`src/rtl/vga_pkg.sv`:
```
// Shared types, default 640x480 timing and elaboration helpers for the
// scaled VGA timing generator.
package vga_pkg;

    // Region of one axis within a line (horizontal) or a frame (vertical).
    typedef enum logic [1:0] {
        RGN_ACTIVE = 2'd0,
        RGN_FP     = 2'd1,
        RGN_SYNC   = 2'd2,
        RGN_BP     = 2'd3
    } region_e;

    // Per-pixel video flags carried down the RAM-latency delay line.
    typedef struct packed {
        logic frame_start;
        logic disp_en;
        logic vsync;
        logic hsync;
    } vid_flags_t;

    // Default 640x480 @ 4 clocks/pixel, 128x96 framebuffer scaled by 5.
    localparam int DEF_CLK_PER_PIX = 4;
    localparam int DEF_H_ACTIVE    = 640;
    localparam int DEF_H_FP        = 16;
    localparam int DEF_H_SYNC      = 96;
    localparam int DEF_H_BP        = 48;
    localparam int DEF_V_ACTIVE    = 480;
    localparam int DEF_V_FP        = 10;
    localparam int DEF_V_SYNC      = 2;
    localparam int DEF_V_BP        = 33;
    localparam int DEF_FB_W        = 128;
    localparam int DEF_FB_H        = 96;
    localparam int DEF_SCALE       = 5;

    // Ceiling log2; 0 for values of 0 or 1.
    function automatic int clog2(input int value);
        int result;
        result = 0;
        for (int i = 0; i < 31; i++) begin
            if ((32'sd1 <<< i) < value) begin
                result = i + 1;
            end
        end
        return result;
    endfunction

    // Bits needed to hold 0..n-1, never less than one.
    function automatic int bits_for(input int n);
        int w;
        w = clog2(n);
        return (w < 1) ? 1 : w;
    endfunction

    // Period of one axis in pixels or lines.
    function automatic int axis_total(input int active, input int fp, input int sync, input int bp);
        return active + fp + sync + bp;
    endfunction

    // Horizontal period in pixels.
    function automatic int h_total(input int active, input int fp, input int sync, input int bp);
        return axis_total(active, fp, sync, bp);
    endfunction

    // Vertical period in lines.
    function automatic int v_total(input int active, input int fp, input int sync, input int bp);
        return axis_total(active, fp, sync, bp);
    endfunction

endpackage

```
`src/rtl/vga_axis_counter.sv`:
```
// One timing axis: position counter, ACTIVE/FP/SYNC/BP region FSM and the
// scale sub-counter that divides the active span into framebuffer cells.
module vga_axis_counter
    import vga_pkg::*;
#(
    parameter int ACTIVE = DEF_H_ACTIVE,
    parameter int FP     = DEF_H_FP,
    parameter int SYNC   = DEF_H_SYNC,
    parameter int BP     = DEF_H_BP,
    parameter int SCALE  = DEF_SCALE,
    localparam int TOTAL = axis_total(ACTIVE, FP, SYNC, BP),
    localparam int CNT_W = bits_for(TOTAL)
) (
    input  logic             clk_i,
    input  logic             reset_i,
    input  logic             step_i,
    output logic [CNT_W-1:0] count_o,
    output logic             wrap_o,
    output region_e          region_o,
    output logic             sync_o,
    output logic             active_o,
    output logic             scale_wrap_o
);

    localparam int SC_W = bits_for(SCALE);
    localparam logic [CNT_W-1:0] LAST_ACTIVE = CNT_W'(ACTIVE - 1);
    localparam logic [CNT_W-1:0] LAST_FP     = CNT_W'(ACTIVE + FP - 1);
    localparam logic [CNT_W-1:0] LAST_SYNC   = CNT_W'(ACTIVE + FP + SYNC - 1);
    localparam logic [CNT_W-1:0] LAST_BP     = CNT_W'(TOTAL - 1);
    localparam logic [SC_W-1:0]  LAST_SC     = SC_W'(SCALE - 1);

    logic [CNT_W-1:0] count_q, count_d;
    logic [SC_W-1:0]  sc_q, sc_d;
    region_e          region_q, region_d;
    logic             wrap_s;
    logic             scale_wrap_s;

    assign wrap_s       = step_i && (count_q == LAST_BP);
    assign scale_wrap_s = step_i && (region_q == RGN_ACTIVE) && (sc_q == LAST_SC);

    assign count_o      = count_q;
    assign wrap_o       = wrap_s;
    assign region_o     = region_q;
    assign scale_wrap_o = scale_wrap_s;

    // State register: position, scale sub-counter and region.
    always_ff @(posedge clk_i or posedge reset_i) begin
        if (reset_i) begin
            count_q  <= '0;
            sc_q     <= '0;
            region_q <= RGN_ACTIVE;
        end else begin
            count_q  <= count_d;
            sc_q     <= sc_d;
            region_q <= region_d;
        end
    end

    // Position advances per step; the scale sub-counter only runs in ACTIVE.
    always_comb begin
        count_d = count_q;
        sc_d    = sc_q;
        if (wrap_s) begin
            count_d = '0;
            sc_d    = '0;
        end else if (step_i) begin
            count_d = count_q + CNT_W'(1'b1);
            if (scale_wrap_s) begin
                sc_d = '0;
            end else if (region_q == RGN_ACTIVE) begin
                sc_d = sc_q + SC_W'(1'b1);
            end else begin
                sc_d = sc_q;
            end
        end else begin
            count_d = count_q;
            sc_d    = sc_q;
        end
    end

    // Region next state: move on when the last position of a region is stepped past.
    always_comb begin
        region_d = region_q;
        if (step_i) begin
            case (region_q)
                RGN_ACTIVE: if (count_q == LAST_ACTIVE) region_d = RGN_FP;     else region_d = RGN_ACTIVE;
                RGN_FP:     if (count_q == LAST_FP)     region_d = RGN_SYNC;   else region_d = RGN_FP;
                RGN_SYNC:   if (count_q == LAST_SYNC)   region_d = RGN_BP;     else region_d = RGN_SYNC;
                RGN_BP:     if (count_q == LAST_BP)     region_d = RGN_ACTIVE; else region_d = RGN_BP;
                default:    region_d = RGN_ACTIVE;
            endcase
        end else begin
            region_d = region_q;
        end
    end

    // Region outputs decoded from the state register only.
    always_comb begin
        sync_o   = 1'b0;
        active_o = 1'b0;
        case (region_q)
            RGN_ACTIVE: active_o = 1'b1;
            RGN_SYNC:   sync_o   = 1'b1;
            default: begin
                sync_o   = 1'b0;
                active_o = 1'b0;
            end
        endcase
    end

endmodule

```
`src/rtl/vga_scaled_timing.sv`:
```
// VGA timing generator with integer-scaled framebuffer addressing and
// animation frame sequencing. Syncs, disp_en and frame_start are delayed by
// RAM_LAT clocks so they line up with the VRAM read data for fb_addr.
module vga_scaled_timing
    import vga_pkg::*;
#(
    parameter int CLK_PER_PIX     = DEF_CLK_PER_PIX,
    parameter int H_ACTIVE        = DEF_H_ACTIVE,
    parameter int H_FP            = DEF_H_FP,
    parameter int H_SYNC          = DEF_H_SYNC,
    parameter int H_BP            = DEF_H_BP,
    parameter int V_ACTIVE        = DEF_V_ACTIVE,
    parameter int V_FP            = DEF_V_FP,
    parameter int V_SYNC          = DEF_V_SYNC,
    parameter int V_BP            = DEF_V_BP,
    parameter int FB_W            = DEF_FB_W,
    parameter int FB_H            = DEF_FB_H,
    parameter int SCALE_H         = DEF_SCALE,
    parameter int SCALE_V         = DEF_SCALE,
    parameter int NUM_FRAMES      = 4,
    parameter int FRAME_HOLD      = 60,
    parameter int RAM_LAT         = 1,
    parameter int SYNC_ACTIVE_LOW = 1,
    localparam int ADDR_W         = bits_for(FB_W * FB_H),
    localparam int FS_W           = bits_for(NUM_FRAMES)
) (
    input  logic              clk,
    input  logic              reset,
    input  logic              freeze,
    output logic              hsync,
    output logic              vsync,
    output logic              disp_en,
    output logic [ADDR_W-1:0] fb_addr,
    output logic [FS_W-1:0]   frame_sel,
    output logic              frame_start
);

    localparam int H_TOTAL = h_total(H_ACTIVE, H_FP, H_SYNC, H_BP);
    localparam int V_TOTAL = v_total(V_ACTIVE, V_FP, V_SYNC, V_BP);
    localparam int H_CNT_W = bits_for(H_TOTAL);
    localparam int V_CNT_W = bits_for(V_TOTAL);
    localparam int PRE_W   = bits_for(CLK_PER_PIX);
    localparam int HOLD_W  = bits_for(FRAME_HOLD);
    localparam int COL_W   = bits_for(FB_W + 1);
    localparam int ROW_W   = bits_for(FB_W * FB_H + 1);

    localparam logic [PRE_W-1:0]  PRE_LAST  = PRE_W'(CLK_PER_PIX - 1);
    localparam logic [HOLD_W-1:0] HOLD_LAST = HOLD_W'(FRAME_HOLD - 1);
    localparam logic [FS_W-1:0]   FS_LAST   = FS_W'(NUM_FRAMES - 1);
    localparam logic [ROW_W-1:0]  ROW_STEP  = ROW_W'(FB_W);
    localparam logic              SYNC_IDLE = (SYNC_ACTIVE_LOW != 0) ? 1'b1 : 1'b0;
    localparam vid_flags_t FLAGS_RESET = '{frame_start: 1'b0, disp_en: 1'b0,
                                           vsync: SYNC_IDLE, hsync: SYNC_IDLE};

    logic [PRE_W-1:0]   pre_q, pre_d;
    logic               tick_s;
    logic [H_CNT_W-1:0] h_count_s;
    logic [V_CNT_W-1:0] v_count_s;
    logic               h_wrap_s, v_wrap_s;
    region_e            h_region_s, v_region_s;
    logic               h_sync_s, v_sync_s;
    logic               h_active_s, v_active_s;
    logic               h_scale_wrap_s, v_scale_wrap_s;
    logic               pix_visible_s;
    logic [COL_W-1:0]   col_q, col_d;
    logic [ROW_W-1:0]   row_base_q, row_base_d;
    logic [ADDR_W-1:0]  fb_addr_q, fb_addr_d;
    vid_flags_t         flags0_q, flags0_d;
    vid_flags_t         flags_out_s;
    logic               anim_evt_q;
    logic [HOLD_W-1:0]  hold_q, hold_d;
    logic [FS_W-1:0]    frame_sel_q, frame_sel_d;

    assign tick_s = (pre_q == PRE_LAST);

    vga_axis_counter #(
        .ACTIVE (H_ACTIVE),
        .FP     (H_FP),
        .SYNC   (H_SYNC),
        .BP     (H_BP),
        .SCALE  (SCALE_H)
    ) u_h_axis (
        .clk_i        (clk),
        .reset_i      (reset),
        .step_i       (tick_s),
        .count_o      (h_count_s),
        .wrap_o       (h_wrap_s),
        .region_o     (h_region_s),
        .sync_o       (h_sync_s),
        .active_o     (h_active_s),
        .scale_wrap_o (h_scale_wrap_s)
    );

    // The vertical axis steps once per line, on the horizontal wrap.
    vga_axis_counter #(
        .ACTIVE (V_ACTIVE),
        .FP     (V_FP),
        .SYNC   (V_SYNC),
        .BP     (V_BP),
        .SCALE  (SCALE_V)
    ) u_v_axis (
        .clk_i        (clk),
        .reset_i      (reset),
        .step_i       (h_wrap_s),
        .count_o      (v_count_s),
        .wrap_o       (v_wrap_s),
        .region_o     (v_region_s),
        .sync_o       (v_sync_s),
        .active_o     (v_active_s),
        .scale_wrap_o (v_scale_wrap_s)
    );

    assign pix_visible_s = (h_region_s == RGN_ACTIVE) && (v_region_s == RGN_ACTIVE);

    // Prescaler: one tick every CLK_PER_PIX clocks.
    always_comb begin
        pre_d = pre_q;
        if (tick_s) begin
            pre_d = '0;
        end else begin
            pre_d = pre_q + PRE_W'(1'b1);
        end
    end

    // Address accumulator: column steps per horizontal cell, row base adds FB_W per vertical cell.
    always_comb begin
        col_d      = col_q;
        row_base_d = row_base_q;
        if (h_wrap_s) begin
            col_d = '0;
        end else if (h_scale_wrap_s) begin
            col_d = col_q + COL_W'(1'b1);
        end else begin
            col_d = col_q;
        end
        if (v_wrap_s) begin
            row_base_d = '0;
        end else if (v_scale_wrap_s) begin
            row_base_d = row_base_q + ROW_STEP;
        end else begin
            row_base_d = row_base_q;
        end
    end

    // Stage-0 outputs: address (held through blanking) and flags for the current position.
    always_comb begin
        fb_addr_d = fb_addr_q;
        flags0_d  = FLAGS_RESET;
        if (pix_visible_s) begin
            fb_addr_d = ADDR_W'(row_base_q + ROW_W'(col_q));
        end else begin
            fb_addr_d = fb_addr_q;
        end
        flags0_d.hsync       = h_sync_s ? ~SYNC_IDLE : SYNC_IDLE;
        flags0_d.vsync       = v_sync_s ? ~SYNC_IDLE : SYNC_IDLE;
        flags0_d.disp_en     = h_active_s && v_active_s;
        flags0_d.frame_start = (h_count_s == '0) && (v_count_s == '0) && (pre_q == '0);
    end

    // Animation: the frame wrap, registered, lands on the same edge as stage-0 frame_start.
    always_comb begin
        hold_d      = hold_q;
        frame_sel_d = frame_sel_q;
        if (anim_evt_q && !freeze) begin
            if (hold_q == HOLD_LAST) begin
                hold_d = '0;
                if (frame_sel_q == FS_LAST) begin
                    frame_sel_d = '0;
                end else begin
                    frame_sel_d = frame_sel_q + FS_W'(1'b1);
                end
            end else begin
                hold_d      = hold_q + HOLD_W'(1'b1);
                frame_sel_d = frame_sel_q;
            end
        end else begin
            hold_d      = hold_q;
            frame_sel_d = frame_sel_q;
        end
    end

    // Top-level state registers.
    always_ff @(posedge clk or posedge reset) begin
        if (reset) begin
            pre_q       <= '0;
            col_q       <= '0;
            row_base_q  <= '0;
            fb_addr_q   <= '0;
            flags0_q    <= FLAGS_RESET;
            anim_evt_q  <= 1'b0;
            hold_q      <= '0;
            frame_sel_q <= '0;
        end else begin
            pre_q       <= pre_d;
            col_q       <= col_d;
            row_base_q  <= row_base_d;
            fb_addr_q   <= fb_addr_d;
            flags0_q    <= flags0_d;
            anim_evt_q  <= v_wrap_s;
            hold_q      <= hold_d;
            frame_sel_q <= frame_sel_d;
        end
    end

    generate
        if (RAM_LAT == 0) begin : g_no_delay
            assign flags_out_s = flags0_q;
        end else begin : g_delay
            vid_flags_t dl_q [RAM_LAT];

            // Delay line matching the VRAM read latency.
            always_ff @(posedge clk or posedge reset) begin
                if (reset) begin
                    for (int i = 0; i < RAM_LAT; i++) begin
                        dl_q[i] <= FLAGS_RESET;
                    end
                end else begin
                    dl_q[0] <= flags0_q;
                    for (int i = 1; i < RAM_LAT; i++) begin
                        dl_q[i] <= dl_q[i-1];
                    end
                end
            end

            assign flags_out_s = dl_q[RAM_LAT-1];
        end
    endgenerate

    assign hsync       = flags_out_s.hsync;
    assign vsync       = flags_out_s.vsync;
    assign disp_en     = flags_out_s.disp_en;
    assign frame_start = flags_out_s.frame_start;
    assign fb_addr     = fb_addr_q;
    assign frame_sel   = frame_sel_q;

endmodule

```
`config.mk`:
```
export PLATFORM = sky130hd
export DESIGN_NAME = vga_scaled_timing
export DESIGN_NICKNAME = d
export VERILOG_FILES = /design/src/rtl/vga_pkg.sv /design/src/rtl/vga_axis_counter.sv /design/src/rtl/vga_scaled_timing.sv
export SDC_FILE = /design/constraint.sdc
export NUM_CORES = 1
export LEC_CHECK = 0
export BUFFER_PORTS_ARGS = -buffer_cell sky130_fd_sc_hd__buf_2
export CORE_ASPECT_RATIO = 0.6
export CORE_MARGIN = 3
export CORE_UTILIZATION = 55
export DETAILED_ROUTE_END_ITERATION = 16
export GPL_TIMING_DRIVEN = 0
export PLACE_DENSITY = 0.83
export SYNTH_ARGS = -nofsm -noshare
export SYNTH_HDL_FRONTEND = slang
export SYNTH_SLANG_ARGS = --single-unit
```
`constraint.sdc`:
```
create_clock -name clk -period 3.5 [get_ports clk]
set_input_delay 0.7 -clock clk [delete_from_list [all_inputs] [get_ports clk]]
set_output_delay 0.7 -clock clk [all_outputs]
set_load 0.01 [all_outputs]
```
==> results of run 1 <==
[worst reg2reg max path, cell delays in order, from the launching register on]
cell and delay, ns:
dfrtp_1 0.43, inv_1 0.12, ha_1 0.15, nor4b_1 0.70
a31oi_1 0.44, or4_1 0.59, a21oi_1 0.14
[worst paths after layout]
kind,cells after the start,to,from
min in group clk,0,frame_start,flags0_q[3]
min reg2reg,0,frame_start,flags0_q[3]
min,2,fb_addr[2],reset
max reg2reg,6,row_base_q[10],u_v_axis.count_o[0]
max in group asynchronous,3,vsync,reset
max,6,row_base_q[10],u_v_axis.count_o[0]
[through the flow]
step | utilization [%] | instances | total power (W) | TNS, ns
floorplan | - | 375 | 0.000931 | 0
CTS | 68.9 | 498 | 0.00200 | 0
global placement | 63.1 | 481 | 0.000937 | -1.73
finish | 68.9 | 498 | 0.00199 | 0
detailed placement | 63.6 | 482 | 0.000942 | 0
global route | 68.9 | 498 | 0.00205 | 0
[final cells by class]
type | count | area, µm²
Buffer | 14 | 70.1
Clock buffer | 11 | 233
Clock inverter | 5 | 106
Tap cell | 84 | 105
Timing Repair Buffer | 23 | 138
Multi-Input combinational cell | 266 | 1740
Fill cell | 484 | 2000
Sequential cell | 78 | 1960
Inverter | 17 | 66.3
[logic make-up after synthesis]
group,share of synthesized area [%]
fa+ha+maj,5.22
simple gates,20.5
flops,51.0
compound gates,8.09
xor+xnor,6.85
mux,4.80
buf+inv,3.49
[routing by layer]
| metal | global-route usage, % | part of all wire (%) |
|---|---|---|
| met1 | 30.7 | 47 |
| met2 | 31.3 | 43 |
| met3 | 9.23 | 7.9 |
| met4 | 6.85 | 1.6 |
| met5 | 0 | 0 |
[Yosys cell counts, types with 3 or more instances]
| master | n |
|---|---|
| nor3_1 | 7 |
| xor2_1 | 10 |
| nand3_1 | 21 |
| clkbuf_1 | 9 |
| or4_1 | 4 |
| a21o_1 | 4 |
| nand2b_1 | 4 |
| nand2_1 | 25 |
| nor2_1 | 36 |
| dfrtp_1 | 74 |
| and3_1 | 8 |
| nor4b_1 | 4 |
| mux2_2 | 11 |
| xnor2_1 | 20 |
| ha_1 | 16 |
| a21oi_1 | 16 |
| nor4_1 | 11 |
| and2_1 | 3 |
| nand4_1 | 14 |
| inv_1 | 17 |
| mux2i_1 | 6 |
| dfstp_2 | 4 |
| o21ai_0 | 23 |
[state kept, by name, summed over array words and instances (netlist names)]
name and cells:
vsync 1, hsync 1, u_v_axis.sc_q 3, u_h_axis.count_o 10
fb_addr 14, frame_start 1, u_h_axis.region_o 2, hold_q 6
disp_en 1, flags0_q 4, frame_sel 2, anim_evt_q 1
pre_q 2, u_v_axis.region_o 2, u_h_axis.sc_q 3, row_base_q 7
u_v_axis.count_o 10, col_q 8
[power groups by stage]
| stage | sequential [W] | clock (W) | combinational, W |
|---|---|---|---|
| after floorplan | 0.000918 | 0 | 0.0000131 |
| after global placement | 0.000918 | 0 | 0.0000186 |
| after detailed placement | 0.000918 | 0 | 0.0000236 |
| after CTS | 0.000902 | 0.00107 | 0.0000235 |
| after global routing | 0.000902 | 0.00112 | 0.0000259 |
| final | 0.000902 | 0.00106 | 0.0000221 |
==> impl_metrics.py, run 1 <==
metrics = {
    "layout": {
        "layout_common_cells": "74 x dfrtp_1, 36 x nor2_1, 25 x nand2_1, 24 x buf_2, 23 x o21ai_0",
        "stdcell_area_um2": 4420,
        "num-nets-final": 428,
        "diodes": 0,
        "final_common_cell": "dfrtp_1",
        "area_delta_synth_final_pct": 15.2,
        "drive_gt1_share_pct": 14.7,
    },
    "yosys": {
        "synth_ff_type": "dfrtp_1",
        "yosysWarnings": 0,
        "syn_avg_cell_area_um2": 10.2,
        "ys_async_sr_fraction_pct": 100,
        "synth_top_cell_area_share_pct": 48.3,
        "syn_inst": 375,
        "netlist_area_um2": 3830,
        "netlist_top_cells_area": "dfrtp_1 48%, ha_1 5.2%, xnor2_1 4.6%, nor2_1 3.5%, mux2_2 3.2%",
        "synth_top_area_cell": "dfrtp_1",
        "yosysSeqAreaShare_pct": 51.0,
        "ys_types": 42,
        "syn-num-nets": 394,
        "ys_ff_latch": 78,
        "synth_edf_count": 0,
    },
    "timing": {
        "setup_viol": 0,
        "fin_ws_ns": 0.863,
        "maxSlewHeadroom_pct": 41.7,
        "slew_viol_final": 0,
        "max_freq_ghz": 0.379,
        "tightestPinTransition_ns": 0.862,
        "period_minus_slack_ns": 2.64,
        "rsz0062_at_grt": "false",
        "period_share_pct": 75.3,
        "finClkSkew_ns": 0.00740,
        "hold_viol": 0,
        "holdWs_ns": 0.251,
    },
    "global_routing": {
        "grt_pass1_vias": 2891,
        "grt_pass1_wl_mm": 13.9,
        "antenna_found_initial": 0,
        "overflow": 0,
        "track_usage_pct": 22.0,
        "grt_start_max_net_pins": 70,
    },
    "critical_path": {
        "crit_type": "flop to flop",
        "path_buf_inv": 1,
        "crit_arrival_ns": 2.91,
        "rrSetupSlack_ns": 0.86,
        "slowest_delay_ns": 0.70,
        "critPathMaxFanout": 8,
        "cp-start-kind": "flop",
        "end_kind": "flop",
        "path_cells": "inv_1 -> ha_1 -> nor4b_1 -> a31oi_1 -> or4_1 -> a21oi_1",
        "slowest_stage": "nor4b_1",
        "cp_data_required_time_ns": 3.77,
        "critPathTopFamily": "simple AND/OR/NAND/NOR gates",
    },
    "clock_tree": {
        "cts.sinks": 78,
        "clock-root-buffer": "clkbuf_16",
        "cts.path.max_buffers": 2,
        "clk_pin_slew_ns": 0.06,
        "post_cts_resized": 0,
        "cts_setup_buffers": 0,
        "cts_made_buffers": 9,
        "h-tree-depth": 3,
        "clk_latency_ns": 0.34,
        "cts_tree": "done",
        "cts_hold_buf": 0,
    },
    "route": {
        "drt-total-wl_mm": 8.10,
        "dr.pass1.iters": 5,
        "wl_per_cell_um": 16.3,
        "postRouteAntennaNets": 0,
        "drc": 0,
        "vias": 2966,
        "vias_per_cell": 5.96,
        "drtIter0Drc": 278,
    },
    "place": {
        "dp_hpwl_mm": 5.49,
        "gp_congestion": 0.896,
        "io_buffers": 22,
        "pre_cts_slack_ns": 0.982,
        "place_area_um2": 4080,
    },
    "power_and_ir_drop": {
        "clkPwrFrac_pct": 53.5,
        "switchingPower_w": 0.000382,
        "switching_share_pct": 19.2,
        "p_comb_share_pct": 1.1,
        "power_frac_seq_pct": 45.4,
        "power.leakage_nw": 2.02,
        "ir_drop_mv": 0.387,
        "p_int_w": 0.00161,
        "powerDensity_nw_per_um2": 450,
    },
    "die": {
        "core_area_um2": 6410,
        "die_w_um": 114,
        "fp-row-count": 22,
        "io_pins": 23,
        "start_util_pct": 59.8,
        "dieArea_um2": 8040,
        "die_h_um": 70.7,
    },
    "hold_path": {
        "worst_hold_path_type": "input pin to asynchronous set/reset pin",
    },
    "status": {
        "run_status": "complete, no violations",
    },
    "flow_run": {
        "max_cap_violations": 0,
    },
}
Power figures use the tool's default switching activity.
==> run 2: changes to the inputs <==
--- a/config.mk
+++ b/config.mk
@@ -5,6 +5,7 @@
 export SDC_FILE = /design/constraint.sdc
 export NUM_CORES = 1
 export LEC_CHECK = 0
+export ABC_AREA = 1
 export BUFFER_PORTS_ARGS = -buffer_cell sky130_fd_sc_hd__buf_2
 export CORE_ASPECT_RATIO = 0.6
 export CORE_MARGIN = 3
==> constraint.sdc (replaced) <==
create_clock -name clk -period 2.55 [get_ports clk]
set_input_delay 0.51 -clock clk [delete_from_list [all_inputs] [get_ports clk]]
set_output_delay 0.51 -clock clk [all_outputs]
set_load 0.01 [all_outputs]
==> run 2 against run 1 <==
- worst setup slack worse by 0.12 ns
- sequential cell count unchanged
- largest power group is now sequential cells
- clock skew down 0.00070 ns
- die area up 6.0%
- largest cell class unchanged
- worst hold slack worse by 0.20 ns
- global-route usage up 0.58 points
- first-iteration DRC count down 3.2%
- via count up 16%
- synthesized cell count up 32%
- clock power up 5%
- maximum frequency up 46%
- sequential power up 37%
==> impl_metrics.py, run 2 <==
metrics = {
    "status": {
        "run_status": "complete, no violations",
    },
    "critical_path": {
        "cp_data_required_time_ns": 2.77,
        "critPathMaxFanout": 5,
        "crit_type": "flop to flop",
        "crit_arrival_ns": 2.03,
        "end_kind": "flop",
        "rrSetupSlack_ns": 0.74,
        "critPathLaunch": "u_h_axis.count_o[0]",
        "cp-start-kind": "flop",
        "r2r-start": "u_h_axis.count_o[0]",
    },
    "place": {
        "gp_congestion": 0.960,
        "dp_hpwl_mm": 6.54,
        "io_buffers": 22,
        "place_inst": 617,
    },
    "timing": {
        "setup_tns_ns": 0,
        "rsz0062_at_grt": "false",
        "slew_viol_final": 0,
        "tightestPinTransition_ns": 0.541,
        "maxSlewHeadroom_pct": 63.8,
        "period_share_pct": 70.9,
        "max_freq_ghz": 0.553,
        "period_minus_slack_ns": 1.81,
        "hold_viol": 0,
        "finClkSkew_ns": 0.00670,
        "setup_viol": 0,
    },
    "die": {
        "io_pins": 23,
        "start_util_pct": 58.9,
        "dieArea_um2": 8530,
        "die_h_um": 72.7,
        "die_w_um": 117,
        "core_area_um2": 6940,
        "fp-row-count": 23,
    },
    "yosys": {
        "synthTopCellsByCount": "111 x nand2_1, 74 x dfrtp_1, 57 x inv_1",
        "netlist_top_cells_area": "dfrtp_1 45%, nand2_1 10%, nand3_1 6.7%, inv_1 5.2%, ha_1 4.9%",
        "synth_ff_type": "dfrtp_1",
        "syn-num-nets": 513,
        "synth_edf_count": 0,
        "ys_ff_latch": 78,
        "syn_avg_cell_area_um2": 8.26,
        "ys_async_sr_fraction_pct": 100,
        "ys_types": 34,
        "syn_inst": 494,
        "yosysWarnings": 0,
        "netlist_area_um2": 4080,
        "synth_top_cell_area_share_pct": 45.4,
        "yosysSeqAreaShare_pct": 47.9,
        "synth_top_area_cell": "dfrtp_1",
        "synth_most_common_cell": "nand2_1",
    },
    "layout": {
        "area_delta_synth_final_pct": 12.6,
        "drive_gt1_share_pct": 13.3,
        "final_cells": 632,
        "diodes": 0,
        "num-nets-final": 547,
        "largest_reg_flops": 14,
        "layout_common_cells": "111 x nand2_1, 74 x dfrtp_1, 56 x inv_1, 55 x nand3_1, 40 x nor2_1",
        "final_common_cell": "nand2_1",
    },
    "clock_tree": {
        "clk_pin_slew_ns": 0.06,
        "clock-root-buffer": "clkbuf_16",
        "post_cts_resized": 0,
        "clk_latency_ns": 0.33,
        "h-tree-depth": 3,
        "cts_tree": "done",
        "cts_hold_buf": 0,
        "cts.sinks": 78,
        "cts.path.max_buffers": 2,
        "cts_setup_buffers": 0,
        "cts_made_buffers": 9,
    },
    "global_routing": {
        "antenna_found_initial": 0,
        "grt_pass1_vias": 3169,
        "track_usage_pct": 22.6,
        "overflow": 0,
        "grt_start_max_net_pins": 75,
        "grt_pass1_wl_mm": 14.9,
    },
    "power_and_ir_drop": {
        "ir_drop_mv": 0.408,
        "power.leakage_nw": 2.28,
        "powerDensity_nw_per_um2": 520,
    },
    "route": {
        "drtIter0Drc": 269,
        "drc": 0,
        "drt-total-wl_mm": 8.89,
        "vias_per_cell": 5.46,
        "dr.pass1.iters": 5,
        "vias": 3452,
        "postRouteAntennaNets": 0,
        "wl_per_cell_um": 14.1,
    },
    "flow_run": {
        "max_cap_violations": 0,
    },
    "hold_path": {
        "worst_hold_path_type": "input pin to asynchronous set/reset pin",
    },
}
==> run 2: worst max-delay path, cell delays in order, from the launching register on <==
cell and delay (ns):
dfrtp_1 0.40, ha_1 0.23, nand2_2 0.08, nor2_4 0.16, nand2_2 0.10, nor2_4 0.24
nand2_2 0.16, nand2_2 0.13, nand3_1 0.08, nand2_1 0.07, nor2_1 0.04
==> run 2: layer usage <==
layer | part of all wire (%) | GRT usage, % | up-vias | wire (µm)
met1 | 47 | 32.4 | 1611 | 4180
li1 | - | - | 1688 | -
met3 | 9.4 | 7.87 | 8 | 832
met4 | 0.60 | 4.20 | 0 | 53
met5 | 0 | 0 | - | 0
met2 | 43 | 33.6 | 145 | 3820
==> run 2: path summary, 6_finish.rpt <==
path | to | cells after the start
worst max-delay path | u_v_axis.sc_q[2] | 10
worst min-delay path | hold_q[5] | 2
worst max register to register | u_v_axis.sc_q[2] | 10
worst min register to register | disp_en | 0
max in group asynchronous | u_h_axis.region_o[0] | 3
min in group clk | disp_en | 0
==> run 2: kinds of logic after synthesis <==
kind of cell             share of synthesized area, %
buffers and inverters                            7.17
flip-flops                                       47.9
AO/OA/AOI/OAI                                    7.20
adder cells (fa/ha/maj)                          4.90
AND/OR/NAND/NOR                                  29.1
XOR/XNOR                                         3.65
==> run 2: final cells by class <==
cell class,instances,area [µm²]
sequential,78,1960
buffer,6,41.3
inverter,67,254
fill,550,2340
timing repair buffer,23,138
tap,100,125
clock inverter,2,10.0
multi-input combinational,343,1830
clock buffer,13,240
==> run 2: stage by stage <==
| stage | worst slack (ns) | hold WS (ns) | total power (W) | instance area [µm²] | util, % |
|---|---|---|---|---|---|
| global placement | -0.852 | 0.334 | 0.00130 | 4320 | 62.3 |
| CTS | 0.758 | 0.0403 | 0.00242 | 4600 | 66.3 |
| floorplan | 0.0516 | 0.331 | 0.00129 | 4080 | - |
| detailed placement | 0.770 | 0.337 | 0.00130 | 4350 | 62.7 |
| finish | 0.742 | 0.0506 | 0.00239 | 4600 | 66.3 |
| global route | 0.581 | 0.0432 | 0.00248 | 4600 | 66.3 |
==> run 2: power breakdown <==
group / internal [W] / switching [W] / leakage [nW] / total (W)
registers: 0.00124 / 0.00000248 / 1.03 / 0.00124
clock network: 0.000651 / 0.000461 / 0.123 / 0.00111
logic: 0.00000863 / 0.0000277 / 1.13 / 0.0000363
==> run 3: changes to the inputs <==
--- a/config.mk
+++ b/config.mk
@@ -5,7 +5,7 @@
 export SDC_FILE = /design/constraint.sdc
 export NUM_CORES = 1
 export LEC_CHECK = 0
-export ABC_AREA = 1
+export ABC_AREA = 0
 export BUFFER_PORTS_ARGS = -buffer_cell sky130_fd_sc_hd__buf_2
 export CORE_ASPECT_RATIO = 0.6
 export CORE_MARGIN = 3
==> constraint.sdc (replaced) <==
create_clock -name clk -period 1.81 [get_ports clk]
set_input_delay 0.362 -clock clk [delete_from_list [all_inputs] [get_ports clk]]
set_output_delay 0.362 -clock clk [all_outputs]
set_load 0.01 [all_outputs]
==> run 3 against run 2 <==
- the run now ends with negative setup slack left
- maximum frequency shrank 14%
- global-route usage is 1.1 points higher
- count of clock-buffer cells in the layout down 2
- sequential power increased by 40%
- die area shrank 5.7%
- design area is 9.3% higher
- critical endpoint is now u_v_axis.count_o[6]
- highest routed layer unchanged
==> impl_metrics.py, run 3 (synthesis results as in run 1) <==
metrics = {
    "status": {
        "run_status": "finished with violations",
        "violations": "negative setup slack",
    },
    "critical_path": {
        "crit_arrival_ns": 2.32,
        "critPathLaunch": "u_h_axis.count_o[5]",
        "r2r_cells": 5,
        "r2r-start": "u_h_axis.count_o[5]",
        "critPathMaxFanout": 6,
        "crit_type": "flop to flop",
        "cp_data_required_time_ns": 2.03,
        "rrSetupSlack_ns": -0.29,
        "cp-start-kind": "flop",
        "end_kind": "flop",
    },
    "clock_tree": {
        "clk_pin_slew_ns": 0.06,
        "clock-root-buffer": "clkbuf_16",
        "cts_made_buffers": 9,
        "clk_latency_ns": 0.34,
        "cts.path.max_buffers": 2,
        "h-tree-depth": 3,
        "cts_tree": "done",
        "cts.sinks": 78,
    },
    "layout": {
        "final_core_util_pct": 78.4,
        "stdcell_area_um2": 5030,
        "drive_gt1_share_pct": 30.9,
        "final_common_cell": "dfrtp_1",
        "diodes": 0,
        "area_delta_synth_final_pct": 31.1,
        "num-nets-final": 451,
        "layout_common_cells": "70 x dfrtp_1, 34 x nor2_1, 25 x nand2_1, 22 x buf_2, 19 x xnor2_1",
        "largest_reg_flops": 14,
    },
    "timing": {
        "max_freq_ghz": 0.476,
        "rsz0062_at_grt": "true",
        "finClkSkew_ns": 0.00587,
        "fin_ws_ns": -0.290,
        "slew_viol_final": 0,
        "tightestPinTransition_ns": 0.591,
        "period_share_pct": 116,
        "hold_viol": 0,
        "maxSlewHeadroom_pct": 60.5,
        "period_minus_slack_ns": 2.10,
        "setup_viol": 34,
        "holdWs_ns": 0.0846,
    },
    "global_routing": {
        "antenna_found_initial": 0,
        "overflow": 0,
        "grt_pass1_vias": 3037,
        "grt_pass1_wl_mm": 15.0,
        "track_usage_pct": 23.7,
        "grt_start_max_net_pins": 28,
    },
    "route": {
        "dr.pass1.iters": 6,
        "drt-total-wl_mm": 9.74,
        "postRouteAntennaNets": 0,
        "vias_per_cell": 6.13,
        "wl_per_cell_um": 18.7,
        "drc": 0,
        "drtIter0Drc": 390,
        "vias": 3196,
    },
    "place": {
        "gp_congestion": 0.910,
        "dp_hpwl_mm": 5.69,
        "io_buffers": 22,
        "place_area_um2": 4110,
    },
    "power_and_ir_drop": {
        "powerDensity_nw_per_um2": 717,
        "power.leakage_nw": 2.31,
        "ir_drop_mv": 0.797,
    },
    "die": {
        "start_util_pct": 59.8,
        "core_area_um2": 6410,
        "io_pins": 23,
        "dieArea_um2": 8040,
        "die_h_um": 70.7,
        "fp-row-count": 22,
        "die_w_um": 114,
    },
    "flow_run": {
        "max_cap_violations": 0,
    },
    "hold_path": {
        "worst_hold_path_type": "input pin to asynchronous set/reset pin",
    },
}
-- run 3: changes by cell type in the layout (fill, tap and decap cells not counted), moves of 6 or more --
cell,previous run,this run
inv_2,10,2
xnor2_1,4,19
buf_4,1,18
o21ai_1,14,6
nor4_4,0,6
nor2_1,40,34
and3_1,0,6
nand2_1,111,25
mux2_2,0,11
nor3_1,13,4
o21ai_0,18,11
nand3_1,55,18
inv_1,56,14
mux2i_1,0,6
-- run 3: area by class of cell --
type / count / area, µm²
multi-input cells: 266 / 2080
repair buffers: 49 / 408
fillers: 377 / 1390
inverters: 17 / 67.6
clock buffers: 11 / 243
plain buffers: 11 / 101
well taps: 84 / 105
flip-flops and latches: 78 / 1960
clock inverters: 5 / 58.8
-- run 3: repair_timing --
action,4_1_cts,5_1_grt
hold buffers,0,0
hold endpoints to repair,0,0
pin swaps,19,12
setup endpoints to repair,46,42
cloned,1,1
buffers inserted,12,11
resized for setup,52,43
-- run 3: critical path: stages (launching register included) --
cell and delay [ns]:
dfrtp_2 0.41, or3_4 0.41, or3_1 0.39, buf_6 0.15
or4_4 0.49, xnor2_2 0.14
-- run 3: final timing paths --
path,endpoint
max,u_v_axis.count_o[6]
min,fb_addr[10]
max reg2reg,u_v_axis.count_o[6]
min reg2reg,vsync
max in group asynchronous,flags0_q[0]
min in group clk,vsync
-- run 3: routing by layer --
| metal | global-route usage, % | routed length [µm] | vias up |
|---|---|---|---|
| met2 | 36.7 | 4650 | 142 |
| li1 | - | - | 1453 |
| met1 | 32.2 | 4140 | 1586 |
| met5 | 0 | 0 | - |
| met4 | 5.14 | 144 | 0 |
| met3 | 8.63 | 802 | 15 |
-- run 3: where the power goes --
| group | internal [W] | switching, W |
|---|---|---|
| Combinational | 0.0000107 | 0.0000352 |
| Clock | 0.00110 | 0.000709 |
| Sequential | 0.00174 | 0 |
-- run 3: stage by stage --
stage          total power, W  worst slack [ns]  cells  setup TNS [ns]
6_report              0.00360            -0.290    521           -3.82
5_1_grt               0.00372            -0.317    521           -5.24
4_1_cts               0.00362            -0.270    509           -2.17
3_5_place_dp          0.00182            -0.591    483          -16.89
3_3_place_gp          0.00181            -0.520    481          -13.78
2_1_floorplan         0.00180            -0.178    375           -1.46
